==> config.mk <==
export PLATFORM = sky130hd
export DESIGN_NAME = load_store_unit
export DESIGN_NICKNAME = d
export VERILOG_FILES = /design/src/rtl/lsu_pkg.sv /design/src/rtl/lsu_lane_align.sv /design/src/rtl/load_store_unit.sv
export SDC_FILE = /design/constraint.sdc
export NUM_CORES = 1
export LEC_CHECK = 0
export CAP_MARGIN = 40
export CORE_ASPECT_RATIO = 0.8
export CORE_MARGIN = 2
export CORE_UTILIZATION = 30
export DETAILED_ROUTE_END_ITERATION = 8
export PLACE_DENSITY_LB_ADDON = 0.1
export SLEW_MARGIN = 25
export SYNTH_ARGS = -nofsm -noshare
export SYNTH_HDL_FRONTEND = slang
export SYNTH_SLANG_ARGS = --single-unit
==> constraint.sdc <==
create_clock -name clk -period 10.06 [get_ports clk]
set_input_delay 2.012 -clock clk [delete_from_list [all_inputs] [get_ports clk]]
set_output_delay 2.012 -clock clk [all_outputs]
set_load 0.02 [all_outputs]
==> src/rtl/lsu_pkg.sv <==
// rtl/lsu_pkg.sv - shared size encodings, state type and defaults for the load/store unit
package lsu_pkg;

   localparam logic [1:0] SZ_BYTE    = 2'b00;
   localparam logic [1:0] SZ_HALF    = 2'b01;
   localparam logic [1:0] SZ_WORD    = 2'b10;
   localparam logic [1:0] SZ_ILLEGAL = 2'b11;

   localparam int DEFAULT_MEM_WORDS = 1024;

   typedef enum logic [1:0] {
      ST_IDLE,
      ST_READ,
      ST_WRITE,
      ST_RESP
   } lsu_state_t;

endpackage

==> src/rtl/lsu_lane_align.sv <==
// rtl/lsu_lane_align.sv - little-endian lane extraction for loads and lane merging for stores
module lsu_lane_align
   import lsu_pkg::*;
(
   input  logic [31:0] rd_word,
   input  logic [31:0] wdata,
   input  logic [1:0]  addr_lo,
   input  logic [1:0]  size,
   input  logic        is_unsigned,
   output logic [31:0] load_data,
   output logic [31:0] merged
);

   function automatic logic [31:0] load_extract(input logic [31:0] word, input logic [1:0] lo,
                                                input logic [1:0] sz, input logic uns);
      logic [31:0] sh;
      logic [15:0] hw;
      sh = word >> {lo, 3'b000};
      hw = lo[1] ? word[31:16] : word[15:0];
      case (sz)
         SZ_BYTE: return uns ? {24'h0, sh[7:0]} : {{24{sh[7]}}, sh[7:0]};
         SZ_HALF: return uns ? {16'h0, hw} : {{16{hw[15]}}, hw};
         default: return word;
      endcase
   endfunction

   // Only the addressed lane is replaced; everything else comes from the word just read.
   function automatic logic [31:0] store_merge(input logic [31:0] old, input logic [31:0] wd,
                                               input logic [1:0] lo, input logic [1:0] sz);
      logic [4:0] sa;
      case (sz)
         SZ_BYTE: begin
            sa = {lo, 3'b000};
            return (old & ~(32'h0000_00FF << sa)) | ({24'h0, wd[7:0]} << sa);
         end
         SZ_HALF: begin
            sa = {lo[1], 4'b0000};
            return (old & ~(32'h0000_FFFF << sa)) | ({16'h0, wd[15:0]} << sa);
         end
         default: return wd;
      endcase
   endfunction

   assign load_data = load_extract(rd_word, addr_lo, size, is_unsigned);
   assign merged    = store_merge(rd_word, wdata, addr_lo, size);

endmodule

==> src/rtl/load_store_unit.sv <==
// rtl/load_store_unit.sv - load/store sequencer between execute stage and word-addressed data memory
module load_store_unit
   import lsu_pkg::*;
#(
   parameter int MEM_WORDS = DEFAULT_MEM_WORDS
) (
   input  logic        clk,
   input  logic        reset,
   input  logic        req_valid,
   output logic        req_ready,
   input  logic        req_we,
   input  logic [1:0]  req_size,
   input  logic        req_unsigned,
   input  logic [31:0] req_addr,
   input  logic [31:0] req_wdata,
   output logic        rsp_valid,
   output logic [31:0] rsp_rdata,
   output logic        rsp_err,
   output logic [31:0] mem_A,
   output logic [31:0] mem_WD,
   output logic        mem_WE,
   input  logic [31:0] mem_RD
);

   lsu_state_t  state;
   logic        we_q;
   logic        uns_q;
   logic [1:0]  size_q;
   logic [1:0]  lo_q;
   logic [31:0] wdata_q;
   logic [31:0] load_data;
   logic [31:0] merged;
   logic        req_err;

   always_comb begin
      req_err = 1'b0;
      if (req_size == SZ_ILLEGAL)
         req_err = 1'b1;
      else if (req_size == SZ_HALF && req_addr[0])
         req_err = 1'b1;
      else if (req_size == SZ_WORD && req_addr[1:0] != 2'b00)
         req_err = 1'b1;
      else if ({2'b00, req_addr[31:2]} >= 32'(MEM_WORDS))
         req_err = 1'b1;
   end

   lsu_lane_align u_align (
      .rd_word     (mem_RD),
      .wdata       (wdata_q),
      .addr_lo     (lo_q),
      .size        (size_q),
      .is_unsigned (uns_q),
      .load_data   (load_data),
      .merged      (merged)
   );

   // Outputs are registered alongside the state; the async reset clears mem_WE at once,
   // so a WRITE caught by reset never reaches the memory.
   always_ff @(posedge clk or posedge reset) begin
      if (reset) begin
         state     <= ST_IDLE;
         req_ready <= 1'b1;
         rsp_valid <= 1'b0;
         rsp_rdata <= '0;
         rsp_err   <= 1'b0;
         mem_A     <= '0;
         mem_WD    <= '0;
         mem_WE    <= 1'b0;
         we_q      <= 1'b0;
         uns_q     <= 1'b0;
         size_q    <= SZ_BYTE;
         lo_q      <= 2'b00;
         wdata_q   <= '0;
      end else begin
         case (state)
            ST_IDLE: begin
               rsp_valid <= 1'b0;
               rsp_err   <= 1'b0;
               if (req_valid && req_ready) begin
                  we_q      <= req_we;
                  size_q    <= req_size;
                  uns_q     <= req_unsigned;
                  lo_q      <= req_addr[1:0];
                  wdata_q   <= req_wdata;
                  mem_A     <= {2'b00, req_addr[31:2]};
                  rsp_rdata <= '0;
                  req_ready <= 1'b0;
                  if (req_err) begin
                     state     <= ST_RESP;
                     rsp_valid <= 1'b1;
                     rsp_err   <= 1'b1;
                  end else if (req_we && req_size == SZ_WORD) begin
                     state  <= ST_WRITE;
                     mem_WE <= 1'b1;
                     mem_WD <= req_wdata;
                  end else begin
                     state <= ST_READ;
                  end
               end
            end
            ST_READ: begin
               if (we_q) begin
                  state  <= ST_WRITE;
                  mem_WE <= 1'b1;
                  mem_WD <= merged;
               end else begin
                  state     <= ST_RESP;
                  rsp_rdata <= load_data;
                  rsp_valid <= 1'b1;
               end
            end
            ST_WRITE: begin
               state     <= ST_RESP;
               mem_WE    <= 1'b0;
               mem_WD    <= '0;
               rsp_valid <= 1'b1;
            end
            ST_RESP: begin
               state     <= ST_IDLE;
               rsp_valid <= 1'b0;
               rsp_err   <= 1'b0;
               req_ready <= 1'b1;
            end
            default: state <= ST_IDLE;
         endcase
      end
   end

endmodule

; ---- Yosys cells after proc, flatten, opt, wreduce, memory -nomap -nowiden
; Cells that the tools add are included.
[op_classes]
order_cmp = 1
n_eq_ne = 12
shifts = 5
muxes = 34
bitwise_logic = 6
reduce_logical = 14
[op_table]
columns = op, count
row1 = 32-bit two-way mux, 8
row2 = 32-bit case mux with 2 select lines, 3
row3 = 32-bit case mux with 3 select lines, 1
row4 = 32-bit AND, 2
row5 = 32-bit inverter, 2
row6 = 32-bit OR, 2
row7 = 16-bit by 5-bit left shift with 32-bit output, 1
row8 = 16-bit by 5-bit left shift with 32-bit output (first input constant), 1
row9 = 8-bit by 5-bit left shift with 32-bit output, 1
row10 = 8-bit by 5-bit left shift with 32-bit output (first input constant), 1
row11 = 32-bit by 5-bit >> shifter with 8-bit output, 1
row12 = 30-bit by 11-bit >= comparator with 1-bit output (second input constant), 1
row13 = 16-bit two-way mux, 1
row14 = 1-bit two-way mux, 13
row15 = 2-bit inequality test (second input constant), 5
row16 = 2-bit equality test (second input constant), 4
row17 = 2-bit case mux with 4 select lines, 1
row18 = 2-bit by 1-bit equality test with 1-bit output (second input constant), 3
row19 = 2-bit two-way mux, 3
row20 = 2-bit nonzero test, 3
row21 = 5-bit AND reduction, 1
row22 = 1-bit logical AND, 4
row23 = 2-bit zero test, 2
row24 = 1-bit case mux with 2 select lines, 2
row25 = other kinds (5), 6
[totals]
ff_bits = 138
inputBits = 103
output_inout_bits = 100
wordCells = 85

; ---- Depth between registers and ports, before layout
[depth]
depth_word = 8
depth_mapped = 9

; ---- Modules after synthesis
; From an unflattened synthesis, not the netlist that was laid out.
[hier_totals]
hier_cells = 779
area_unflattened_um2 = 7378.3
[by_module_without_submodules]
columns = module, n_inst, cells_per_inst, area_per_inst_um2, seq_area_each_um2
row1 = load_store_unit, 1, 548, 5978.2, 3454.6
row2 = lsu_lane_align, 1, 231, 1400.1, 0.0

; ---- Least setup slack after synthesis
; No wires, ideal clock.
[synth_path]
path_kind = input -> register
startpoint = input req_addr[13]
endpoint = register mem_WD[10]
t_arrival_ps = 3209
t_required_ps = 9935
setup_slack_ps = 6727
cell_stages = 6
n_path_buf = 1
cell_sequence = nor4_1 > o211ai_1 > nor2_2 > o211ai_2 > buf_2 > mux2_2
[synth_between]
elab_chain_len = 7
[synth_lines]
columns = item, line
row1 = from (decl), load_store_unit.sv:14  ; input logic [31:0] req_addr,
row2 = 30-bit by 11-bit >= comparator with 1-bit output, load_store_unit.sv:43  ; else if ({2'b00, req_addr[31:2]} >= 32'(MEM_WORDS))
row3 = 1-bit two-way mux, load_store_unit.sv:43
row4 = 1-bit two-way mux, load_store_unit.sv:41  ; else if (req_size == SZ_WORD && req_addr[1:0] != 2'b00)
row5 = 1-bit two-way mux, load_store_unit.sv:39  ; else if (req_size == SZ_HALF && req_addr[0])
row6 = 1-bit two-way mux, load_store_unit.sv:37  ; if (req_size == SZ_ILLEGAL)
row7 = 2-bit inequality test (no source line), n/a
row8 = 5-bit AND reduction (no source line), n/a
row9 = to (signal assigned), load_store_unit.sv:95  ; mem_WD <= req_wdata;
row10 = to (signal assigned), load_store_unit.sv:105  ; mem_WD <= merged;
row11 = to (decl), load_store_unit.sv:20  ; output logic [31:0] mem_WD,
; No other way between the ends.
; A chain may end at the register's enable or synchronous reset.

; ---- Final worst setup path
[layout_path]
startpoint = input req_addr[16]
endpoint = register mem_WD[16]
; The elaborated chain is that of the path after synthesis.

==> flow_summary.ini <==
[worst_hold_path]
worstHoldPathCells = 2
hold_start = wdata_q[23]
worstHoldEndpoint = wdata_q[23]
hold_path.class = flop to flop

[timing]
fin_crit_sh = 0.391
period_minus_slack_ps = 3930
grt_setup_unrepaired = false
finalSetupViolations = 0
drv_slew = 0
slew_headroom = 0.428
tns_ps = 0
fmax_ghz = 0.255
clock_skew_ps = 9.84
worst_pin_slew_ps = 858
finalHoldViolCount = 0

[routing]
drt_wl_total_mm = 23.0
drtIter0Drc = 504
via_count = 5754
viasPerCell = 5.12
drc = 0
dr.pass1.iters = 7
ant_nets = 0
wire_per_inst_um = 20.4

[synthesis]
synth_warnings = 0
ys_seq_area_frac = 0.497
netlist_instances = 622
synth-edff-count = 0
ys_types = 48
async_reset_ff_frac = 1.00
synth-main-ff-cell = dfrtp_1
synth_area_um2 = 6940
ys_ff_latch = 138
syn_avg_cell_area_um2 = 11.2

[grt]
grt_pass1_vias = 5878
grt_pass1_wl_mm = 35.1
antenna_found_initial = 0
grt.total_usage = 0.189
grt_max_degree = 83
grt-ovfl-total = 0

[final_layout]
insertedDiodeCount = 0
syn_to_final_growth_pct = 41.6
final_cells = 1123
nets = 915
utilization = 0.435
fin_area_um2 = 9830
drive_above_1_share = 0.198
nFillCells = 2174

[floorplanning]
row_count = 49
die_w_um = 174
design.die.area_um2 = 24400
start_util = 0.307
ios = 203
die_h_um = 140
core_um2 = 22600

[place]
portBuffers = 200
place_inst = 1090
place_area_um2 = 9210
hpwl_mm = 17.3
place.gp.congestion = 0.808

[status]
status = complete, no violations

[power_and_ir_drop]
swShare = 0.403
switching_power_mw = 1.36
p_per_area_nw_per_um2 = 343
seqPwrFrac = 0.287
clockPowerShare = 0.176
p_int_mw = 2.01
power_mw = 3.37
irDropWorstVdd_v = 0.000158
combPwrFrac = 0.538
p_leak_nw = 4.18

[clocking]
cts_tree = done
clockBufferDepth = 2
cts.sinks = 138
hold_buffers = 0
cts_buffers = 17
clkLatencyLatePin_ps = 420
cts_resized = 0
htree_levels = 4
post_cts_buffers = 0
clockRootBuffer = clkbuf_16
cts.clk_slew.worst_paths_ps = 60

[worst_setup_path]
r2r_cells = 6
required_ps = 10360
cp.arrival_ps = 4230
timing.rr.end = rsp_rdata[24]
r2r_start = state[1]
cp-startpoint = req_addr[16]
ff2ff_setup_slack_ps = 7160
setup.worst_path.end_class = flop
crit_type = input port to flop
worstSetupStartpointType = input port
critical_path.max_fanout = 33

[job]
cap_viol_max_count = 0
cell families after synthesis:
group / Yosys count / synth area share
AOI/OAI and AO/OA: 168 / 0.175
adders and majority gates: 5 / 0.00901
buffers and inverters: 86 / 0.0532
DFF: 138 / 0.497
muxes: 117 / 0.192
other: 1 / 0.000540
and+or+nand+nor: 107 / 0.0733
sequential cells by signal (all words and copies together) (netlist names):
name	cells
lo_q	2
mem_A	30
mem_WD	32
mem_WE	1
req_ready	1
rsp_err	1
rsp_rdata	32
rsp_valid	1
size_q	2
state	2
uns_q	1
wdata_q	32
we_q	1
metal layers:
layer | vias up | part of all wire | GRT usage
li1 | 2676 | - | -
met1 | 2856 | 0.48 | 0.275
met2 | 205 | 0.43 | 0.275
met3 | 17 | 0.069 | 0.0518
met4 | 0 | 0.012 | 0.0526
met5 | - | 0 | 0
area by class of cell:
type | instances | area, µm² | share of cell area
clock buffer | 20 | 437 | 0.0444
clock inverter | 9 | 103 | 0.0104
inverter | 38 | 148 | 0.0150
multi-input combinational | 399 | 3140 | 0.319
sequential | 138 | 3450 | 0.351
tap | 306 | 383 | 0.0389
timing repair buffer | 213 | 2170 | 0.220
power by group through the flow:
stage / sequential [mW] / combinational, mW / clock [mW]
2_1_floorplan: 1.11 / 0.995 / 0
6_report: 0.967 / 1.81 / 0.593
3_5_place_dp: 0.986 / 1.79 / 0
3_3_place_gp: 0.982 / 1.75 / 0
5_1_grt: 0.996 / 1.95 / 0.629
4_1_cts: 0.980 / 1.80 / 0.608
worst max path at each step:
stage | endpoint | cells after the start
3_3_place_gp | mem_WD[14] | 7
2_1_floorplan | lo_q[0] | 1
4_1_cts | mem_WD[28] | 7
6_report | mem_WD[16] | 7
5_1_grt | mem_WD[12] | 7
3_5_place_dp | mem_WD[28] | 7
placed cells by master (no fill, tap or decap), drive strengths merged, types with 8 or more instances in the layout:
master / n
clkdlybuf4s50: 200
dfrtp: 137
mux2: 99
nand2: 47
o21ai: 39
inv: 37
o22ai: 31
a21oi: 25
clkbuf: 20
mux2i: 17
nand2b: 17
a222oi: 16
a221o: 16
nor2: 13
buf: 13
nor3: 10
nand3: 10
a31o: 8
cells in the mapped netlist (10+ instances only):
cell type / number / share of area
a21oi_1: 25 / 0.018
a221o_1: 16 / 0.023
a222oi_1: 16 / 0.023
buf_2: 13 / 0.0094
clkbuf_1: 22 / 0.012
dfrtp_1: 137 / 0.49
inv_1: 35 / 0.019
mux2_2: 93 / 0.15
mux2i_1: 17 / 0.025
nand2_1: 45 / 0.024
nand2b_1: 17 / 0.015
nand3_1: 10 / 0.0072
nor2_1: 11 / 0.0059
o21ai_0: 39 / 0.028
o22ai_1: 31 / 0.028
metrics by stage:
step	worst slack [ps]	hold slack, ps
2_1_floorplan	4350	441
3_3_place_gp	5730	457
3_5_place_dp	5720	461
4_1_cts	6150	474
5_1_grt	5980	500
6_report	6130	472
worst max-delay path, cell delays in order:
cell and delay (ps):
clkdlybuf4s50_1 430, nor4_1 550, o211ai_1 190, nor2_2 300, o211ai_2 110, buf_4 270, mux2_2 330
Power figures use the tool's default switching activity.
